[src/rtl/seq_pkg.sv]
// Shared constants for the sequence generator/detector pair: term table,
// idle fill value and the generator FSM state encoding.
package seq_pkg;

  localparam int unsigned SEQ_LEN = 8;
  localparam int unsigned TERM_W  = 3;

  localparam logic [TERM_W-1:0] IDLE_VALUE = 3'b111;

  localparam logic [TERM_W-1:0] SEQ_TERMS [SEQ_LEN] = '{
    3'b001, 3'b101, 3'b110, 3'b000, 3'b110, 3'b110, 3'b011, 3'b101
  };

  typedef enum logic [1:0] {
    IDLE,
    SEND,
    GAP,
    DONE
  } seq_state_t;

  // Whole sequence flattened with term 0 in the most significant slot,
  // matching the oldest-first order of a shift-register window.
  function automatic logic [SEQ_LEN*TERM_W-1:0] seq_packed();
    logic [SEQ_LEN*TERM_W-1:0] word;
    word = '0;
    for (int unsigned i = 0; i < SEQ_LEN; i++) begin
      word[(SEQ_LEN-1-i)*TERM_W +: TERM_W] = SEQ_TERMS[i];
    end
    return word;
  endfunction

endpackage

[src/rtl/sequence_generator.sv]
// Emits the fixed 8-term sequence rep_cnt times with optional idle gaps,
// under valid/ready flow control; all outputs registered.
module sequence_generator
  import seq_pkg::*;
(
  input  logic              clk,
  input  logic              reset_n,
  input  logic              start,
  input  logic [3:0]        rep_cnt,
  input  logic [2:0]        gap,
  input  logic              out_ready,
  output logic [TERM_W-1:0] data,
  output logic              data_valid,
  output logic              last,
  output logic              busy,
  output logic              done
);

  seq_state_t  state;
  logic [2:0]  index;
  logic [3:0]  rep_left;
  logic [2:0]  gap_len;
  logic [2:0]  gap_cnt;

  always_ff @(posedge clk) begin
    if (!reset_n) begin
      state      <= IDLE;
      index      <= '0;
      rep_left   <= '0;
      gap_len    <= '0;
      gap_cnt    <= '0;
      data       <= IDLE_VALUE;
      data_valid <= 1'b0;
      last       <= 1'b0;
      busy       <= 1'b0;
      done       <= 1'b0;
    end else begin
      done <= 1'b0;
      case (state)
        IDLE: begin
          if (start) begin
            rep_left   <= (rep_cnt == '0) ? 4'd1 : rep_cnt;
            gap_len    <= gap;
            index      <= '0;
            data       <= SEQ_TERMS[0];
            data_valid <= 1'b1;
            last       <= 1'b0;
            busy       <= 1'b1;
            state      <= SEND;
          end
        end

        // data_valid is always high in SEND, so out_ready alone is the handshake.
        SEND: begin
          if (out_ready) begin
            if (index != 3'd7) begin
              index <= index + 3'd1;
              data  <= SEQ_TERMS[index + 3'd1];
              last  <= (index == 3'd6);
            end else begin
              rep_left <= rep_left - 4'd1;
              index    <= '0;
              last     <= 1'b0;
              if (rep_left > 4'd1) begin
                if (gap_len == '0) begin
                  data <= SEQ_TERMS[0];
                end else begin
                  gap_cnt    <= gap_len;
                  data       <= IDLE_VALUE;
                  data_valid <= 1'b0;
                  state      <= GAP;
                end
              end else begin
                data       <= IDLE_VALUE;
                data_valid <= 1'b0;
                busy       <= 1'b0;
                done       <= 1'b1;
                state      <= DONE;
              end
            end
          end
        end

        GAP: begin
          if (gap_cnt == 3'd1) begin
            gap_cnt    <= '0;
            data       <= SEQ_TERMS[0];
            data_valid <= 1'b1;
            state      <= SEND;
          end else begin
            gap_cnt <= gap_cnt - 3'd1;
          end
        end

        DONE: begin
          state <= IDLE;
        end

        default: begin
          state <= IDLE;
        end
      endcase
    end
  end

endmodule

[config.mk]
export PLATFORM = sky130hd
export DESIGN_NAME = sequence_generator
export DESIGN_NICKNAME = d
export VERILOG_FILES = /design/src/rtl/seq_pkg.sv /design/src/rtl/sequence_generator.sv
export SDC_FILE = /design/constraint.sdc
export NUM_CORES = 1
export LEC_CHECK = 0
export CORE_ASPECT_RATIO = 1.2
export CORE_UTILIZATION = 50
export DETAILED_ROUTE_END_ITERATION = 10
export MAX_ROUTING_LAYER = met4
export PLACE_DENSITY = 0.84
export SLEW_MARGIN = 10
export SYNTH_ARGS = -nofsm -noshare
export SYNTH_HDL_FRONTEND = slang
export SYNTH_SLANG_ARGS = --single-unit
[constraint.sdc]
create_clock -name clk -period 2.02 [get_ports clk]
set_input_delay 0.606 -clock clk [delete_from_list [all_inputs] [get_ports clk]]
set_output_delay 0.606 -clock clk [all_outputs]
set_load 0.01 [all_outputs]
==> flow_summary.ini, run 1 <==
[critical_path]
crit_type = flip-flop to output pin
setup.worst_path.start = busy$_SDFFE_PN0P_
crit_fanout = 2
endpoint_kind = output pin
r2r_end = rep_left[2]$_SDFFE_PN0P_
reg2reg_slack_ps = 300
cp_top_family = buffers and inverters
worstRegToRegCells = 6
critPathMaxStageDelay_ps = 550
arrival_ps = 1200
crit_buf_inv = 1
startpoint_type = flip-flop
critPathRequiredTime_ps = 1410
r2r-start = index[1]$_SDFFE_PN0P_
path_cells = clkdlybuf4s50_1
cp_slowest_cell = clkdlybuf4s50_1

[floorplanning]
fp-row-count = 19
start_util = 0.544
die_y_um = 57.7
dieArea_mm2 = 0.00279
design.core.area_mm2 = 0.00238
io_pins = 18
die_w_um = 48.4

[logic_synthesis]
synth-seq-cells = 22
yosys_warnings = 0
netlist_area_mm2 = 0.00129
synth_cell_types = 41
synthTopCellsByArea = dfxtp_1, ha_1, mux2i_1, a21oi_1, nand2_1
syn_nets = 166
yosysSeqAreaShare = 0.341
postSynthCellCount = 147
synth_top_cell_area_share = 0.341
avgSynthCellArea_um2 = 8.79
synth_ff_type = dfxtp_1
yosys.area.top_type = dfxtp_1
async_reset_ff_frac = 0
yosysMostFrequentCell = dfxtp_1
netlist_top_cells_count = dfxtp_1, nand2_1, nor2_1, inv_1, a21oi_1
synth_edf_count = 0

[clocking]
path_clk_slew_ps = 120
cts.sinks = 22
postCtsHoldBufs = 0
post_cts_buffers = 0
tritoncts = built
cts_buffers = 3
cts_max_level = 1
cts_resized = 0
clock_path_buffers = 2
cts_root_buf = clkbuf_4
clock_latency_ps = 300

[worst_hold_path]
min-delay-start = last$_SDFFE_PN0P_
hold_class = flip-flop to flip-flop
whs_path_depth = 2
holdPathEnd = last$_SDFFE_PN0P_

[layout]
final_core_util = 0.659
diodes = 0
syn2layout_area_growth_pct = 21.3
layout-drive-gt1-share = 0.106
fillers = 203
final_nets = 190

[placed_design]
pre_cts_ws_ps = -0.0855
gp_congestion = 0.850
port_buffers = 17
hpwl_um = 2170

[global_routing]
grt_max_degree = 16
antenna_found_initial = 0
grt_overflow_total = 0
grt_pass1_vias = 1141
grt_usage = 0.224
grt_pass1_wl_um = 4820

[power]
power.total_uw = 1030
ir_drop_v = 0.000460
p_leak_uw = 0.000667
power_density_mw_per_mm2 = 658

[timing]
tns_ps = 0
worst_pin_slew_ps = 408
fin_skew_ps = 4.17
rsz0062_at_grt = false
setup_ws_ps = 211
slew_headroom = 0.728
period_share = 0.896
finalHoldViolations = 0
slew_violations = 0
setup_viol = 0
period_minus_slack_ps = 1810
clock.fmax_mhz = 553

[routing]
detail_route.wl_per_cell_um = 13.8
drc = 0
drtPass1Iterations = 4
drtAntennaViolNets = 0
wirelength_um = 2770
initialDrtViolationCount = 30
vias = 1144
via_per_inst = 5.69

[flow_run]
maxCapViolCount = 0

[outcome]
status = finished clean
[kinds of logic (layout without fill, tap and decap cells)]
logic type      Yosys count  after routing  synth area share
flops                    22             22             0.341
compound gates           34             34             0.182
mux                       7              7            0.0542
xor+xnor                  3              3            0.0203
buf+inv                  17             40            0.0678
fa+ha+maj                 8              8            0.0774
simple gates             56             56             0.257
[layout by cell type (no fill, tap or decap), types with 2 or more instances in the layout]
cell type         n
dfxtp_1          22
a31oi_1           2
ha_1              8
or3_1             4
nand2_1          12
nor2_1           12
nand3_1           5
nor3_1            6
nand2b_1          2
o21ai_0           3
mux2i_1           7
o211ai_1          3
inv_1            11
o21ai_1           2
and3_1            2
clkdlybuf4s50_1  17
o221ai_1          3
a21oi_1          10
nor3b_1           2
o311ai_1          2
nor2b_1           2
clkbuf_4          3
buf_4             8
xnor2_1           3
o31ai_1           2
[routing by layer]
metal  wire length [µm]  global-route usage  vias up  part of all wire
met1               1180               0.237      547              0.43
met2               1480               0.435       24              0.54
met3                 91              0.0289        2             0.033
li1                   -                   -      571                 -
met5                  0                   -        -                 0
met4                  9              0.0630        0            0.0033
[worst max path at each step]
stage | to | depth (start not counted)
after detailed placement | index[1]$_SDFFE_PN0P_ | 6
after global routing | data[1] | 1
after global placement | state[1]$_SDFFE_PN0P_ | 5
after CTS | busy | 1
after floorplan | gap_cnt[0]$_SDFFE_PN0P_ | 7
final | busy | 1
[stage by stage]
stage	hold WS (ps)	instances	instance area, µm²
6_report	478	201	1570
5_1_grt	504	201	1570
3_5_place_dp	461	197	1520
4_1_cts	478	201	1570
3_3_place_gp	449	197	1520
2_1_floorplan	435	147	1290
[registers in the layout, indices dropped and copies added, names as in the netlist]
signal      count
busy            1
data            3
data_valid      1
done            1
gap_cnt         3
gap_len         3
index           3
last            1
rep_left        4
state           2
[area by class of cell]
type | instances | area [µm²] | share of cell area
clock buffers | 3 | 22.5 | 0.0144
repair buffers | 25 | 230 | 0.147
multi-input cells | 108 | 764 | 0.488
inverters | 11 | 41.3 | 0.0263
well taps | 31 | 38.8 | 0.0247
clock inverters | 1 | 30.0 | 0.0192
flip-flops and latches | 22 | 440 | 0.281
[worst min-delay path: cells and delay by family, from the launching register on]
kind               cells  cell delay [ps]
AOI/OAI and AO/OA      1               50
DFF                    1              330
and+or+nand+nor        1               60
[power breakdown]
group	switching (µW)	internal, µW	leakage, µW
clock	134	200	0.0000279
sequential	20.7	458	0.000180
combinational	112	107	0.000458
total	267	765	0.000667
(Power assumes the default switching activity.)
==> inputs of run 2 (changes only) <==
--- a/config.mk
+++ b/config.mk
@@ -5,7 +5,9 @@
 export SDC_FILE = /design/constraint.sdc
 export NUM_CORES = 1
 export LEC_CHECK = 0
+export ABC_AREA = 1
 export CORE_ASPECT_RATIO = 1.2
+export CORE_MARGIN = 1.5
 export CORE_UTILIZATION = 50
 export DETAILED_ROUTE_END_ITERATION = 10
 export MAX_ROUTING_LAYER = met4
==> run 2 against run 1 <==
First-iteration DRC count is 67% higher. Global-route usage is 0.66 points higher. Flip-flop and latch count stayed put. Clock skew up 1.2 ps. Utilization shrank 1.5 points. Highest routed layer unchanged. Critical path type unchanged. Maximum frequency is 0.71% lower.
==> flow_summary.ini, run 2 <==
[clocking]
clock_latency_ps = 320
clock_path_buffers = 2
path_clk_slew_ps = 130
cts.sinks = 22
cts_root_buf = clkbuf_4
post_cts_buffers = 0
tritoncts = built
cts_resized = 0
postCtsHoldBufs = 0
cts_max_level = 1
cts_buffers = 3

[flow_run]
maxCapViolCount = 0

[floorplanning]
design.core.area_mm2 = 0.00235
die_w_um = 49.1
fp-row-count = 19
die_y_um = 58.3
dieArea_mm2 = 0.00286
io_pins = 18
start_util = 0.541

[power]
p_sw_frac = 0.361
p_leak_uw = 0.000668
combPwrFrac = 0.347
ir_drop_v = 0.000556
power.share.sequential = 0.442
pwr-share-clk = 0.211
p_switching_uw = 431
internal_power_uw = 763
power_density_mw_per_mm2 = 786

[logic_synthesis]
yosys.area.top_type = dfxtp_1
yosysMostFrequentCell = nand2_1
async_reset_ff_frac = 0
yosysSeqAreaShare = 0.346
synth_edf_count = 0
synthTopCellsByArea = dfxtp_1, nand2_1, nor2_1, ha_1, inv_1
netlist_top_cells_count = nand2_1, nor2_1, inv_1, dfxtp_1, nand3_1
synth-seq-cells = 22
postSynthCellCount = 186
synth_top_cell_area_share = 0.346
yosys_warnings = 0
netlist_area_mm2 = 0.00127
synth_ff_type = dfxtp_1
avgSynthCellArea_um2 = 6.84
syn_nets = 205
synth_cell_types = 25

[routing]
detail_route.wl_per_cell_um = 12.5
drtAntennaViolNets = 0
drtPass1Iterations = 4
drc = 0
vias = 1253
initialDrtViolationCount = 50
wirelength_um = 2980
via_per_inst = 5.26

[global_routing]
grt_overflow_total = 0
antenna_found_initial = 0
grt_pass1_vias = 1171
grt_usage = 0.230
grt_max_degree = 13
grt_pass1_wl_um = 4910

[critical_path]
reg2reg_slack_ps = 240
crit_buf_inv = 1
critPathRequiredTime_ps = 1410
critPathMaxStageDelay_ps = 540
path_cells = clkdlybuf4s50_1
arrival_ps = 1220
endpoint_kind = output pin
cp_top_family = buffers and inverters
cp_slowest_cell = clkdlybuf4s50_1
startpoint_type = flip-flop
crit_fanout = 2
crit_type = flip-flop to output pin

[timing]
setup_viol = 0
period_share = 0.902
tns_ps = 0
worst_pin_slew_ps = 309
slew_violations = 0
finalHoldViolations = 0
rsz0062_at_grt = false
period_minus_slack_ps = 1820
clock.fmax_mhz = 549
fin_skew_ps = 5.32
slew_headroom = 0.794

[layout]
layout-drive-gt1-share = 0.106
final_nets = 227
fin_cells = 238
syn2layout_area_growth_pct = 19.3
diodes = 0
layout_common_cells = nand2_1, nor2_1, inv_1, dfxtp_1, clkdlybuf4s50_1
regMostFlops = rep_left
largest_register_ffs = 4
final_common_cell = nand2_1

[outcome]
status = finished clean

[placed_design]
hpwl_um = 2330
place_inst = 234
gp_congestion = 0.873
port_buffers = 17

[worst_hold_path]
hold_class = flip-flop to flip-flop
==> run 2: cell types whose count changed after synthesis, sizes merged, moves of 4 or more <==
cell / delta
nand3: +10
inv: +17
or3: -4
mux2i: -7
nor2: +20
nor3: -5
nand2: +27
o21ai: +13
==> run 2: cell families after synthesis <==
| logic type | count (synthesis) | synth area share |
|---|---|---|
| adders and majority gates | 8 | 0.0787 |
| xor gates and xnor gates | 3 | 0.0207 |
| and+or+nand+nor | 92 | 0.325 |
| buffers and inverters | 30 | 0.0944 |
| DFF | 22 | 0.346 |
| AOI/OAI and AO/OA | 31 | 0.135 |
==> run 2: final cells by class <==
class	count	area, µm²
repair buffers	19	185
fillers	212	836
well taps	31	38.8
flip-flops and latches	22	440
clock buffers	4	36.3
multi-input cells	134	712
inverters	28	105
==> run 2: metrics by stage <==
| stage | cell area [µm²] | hold WS, ps | worst slack, ps | power [µW] | util |
|---|---|---|---|---|---|
| final | 1520 | 472 | 198 | 1190 | 0.645 |
| after global routing | 1520 | 497 | 61.2 | 1270 | 0.645 |
| after CTS | 1520 | 473 | 197 | 1190 | 0.645 |
| after detailed placement | 1480 | 452 | 82.6 | 945 | 0.629 |
| after global placement | 1480 | 444 | 142 | 927 | 0.629 |
| after floorplan | 1270 | 449 | 515 | 825 | - |
==> run 2: per-layer routing <==
layer | vias up | part of all wire | routed length (µm) | global-route usage
met5 | - | 0 | 0 | -
met4 | 0 | 0.015 | 46 | 0.102
met3 | 5 | 0.069 | 205 | 0.0335
met2 | 59 | 0.50 | 1480 | 0.409
met1 | 551 | 0.42 | 1250 | 0.257
li1 | 638 | - | - | -
==> run 2: final timing paths <==
check                           cells after the start                     from                        to
worst max register to register                      9    index[0]$_SDFFE_PN0P_  rep_left[0]$_SDFFE_PN0P_
worst max-delay path                                1     data[0]$_SDFFE_PN1P_                   data[0]
worst min register to register                      2  data_valid$_SDFFE_PN0P_   data_valid$_SDFFE_PN0P_
worst min-delay path                                2  data_valid$_SDFFE_PN0P_   data_valid$_SDFFE_PN0P_
==> run 2: power by group through the flow <==
stage,clock (µW),sequential (µW),combinational [µW]
3_3_place_gp,0,533,394
2_1_floorplan,0,534,291
5_1_grt,268,534,467
6_report,251,527,415
4_1_cts,251,526,412
3_5_place_dp,0,536,409
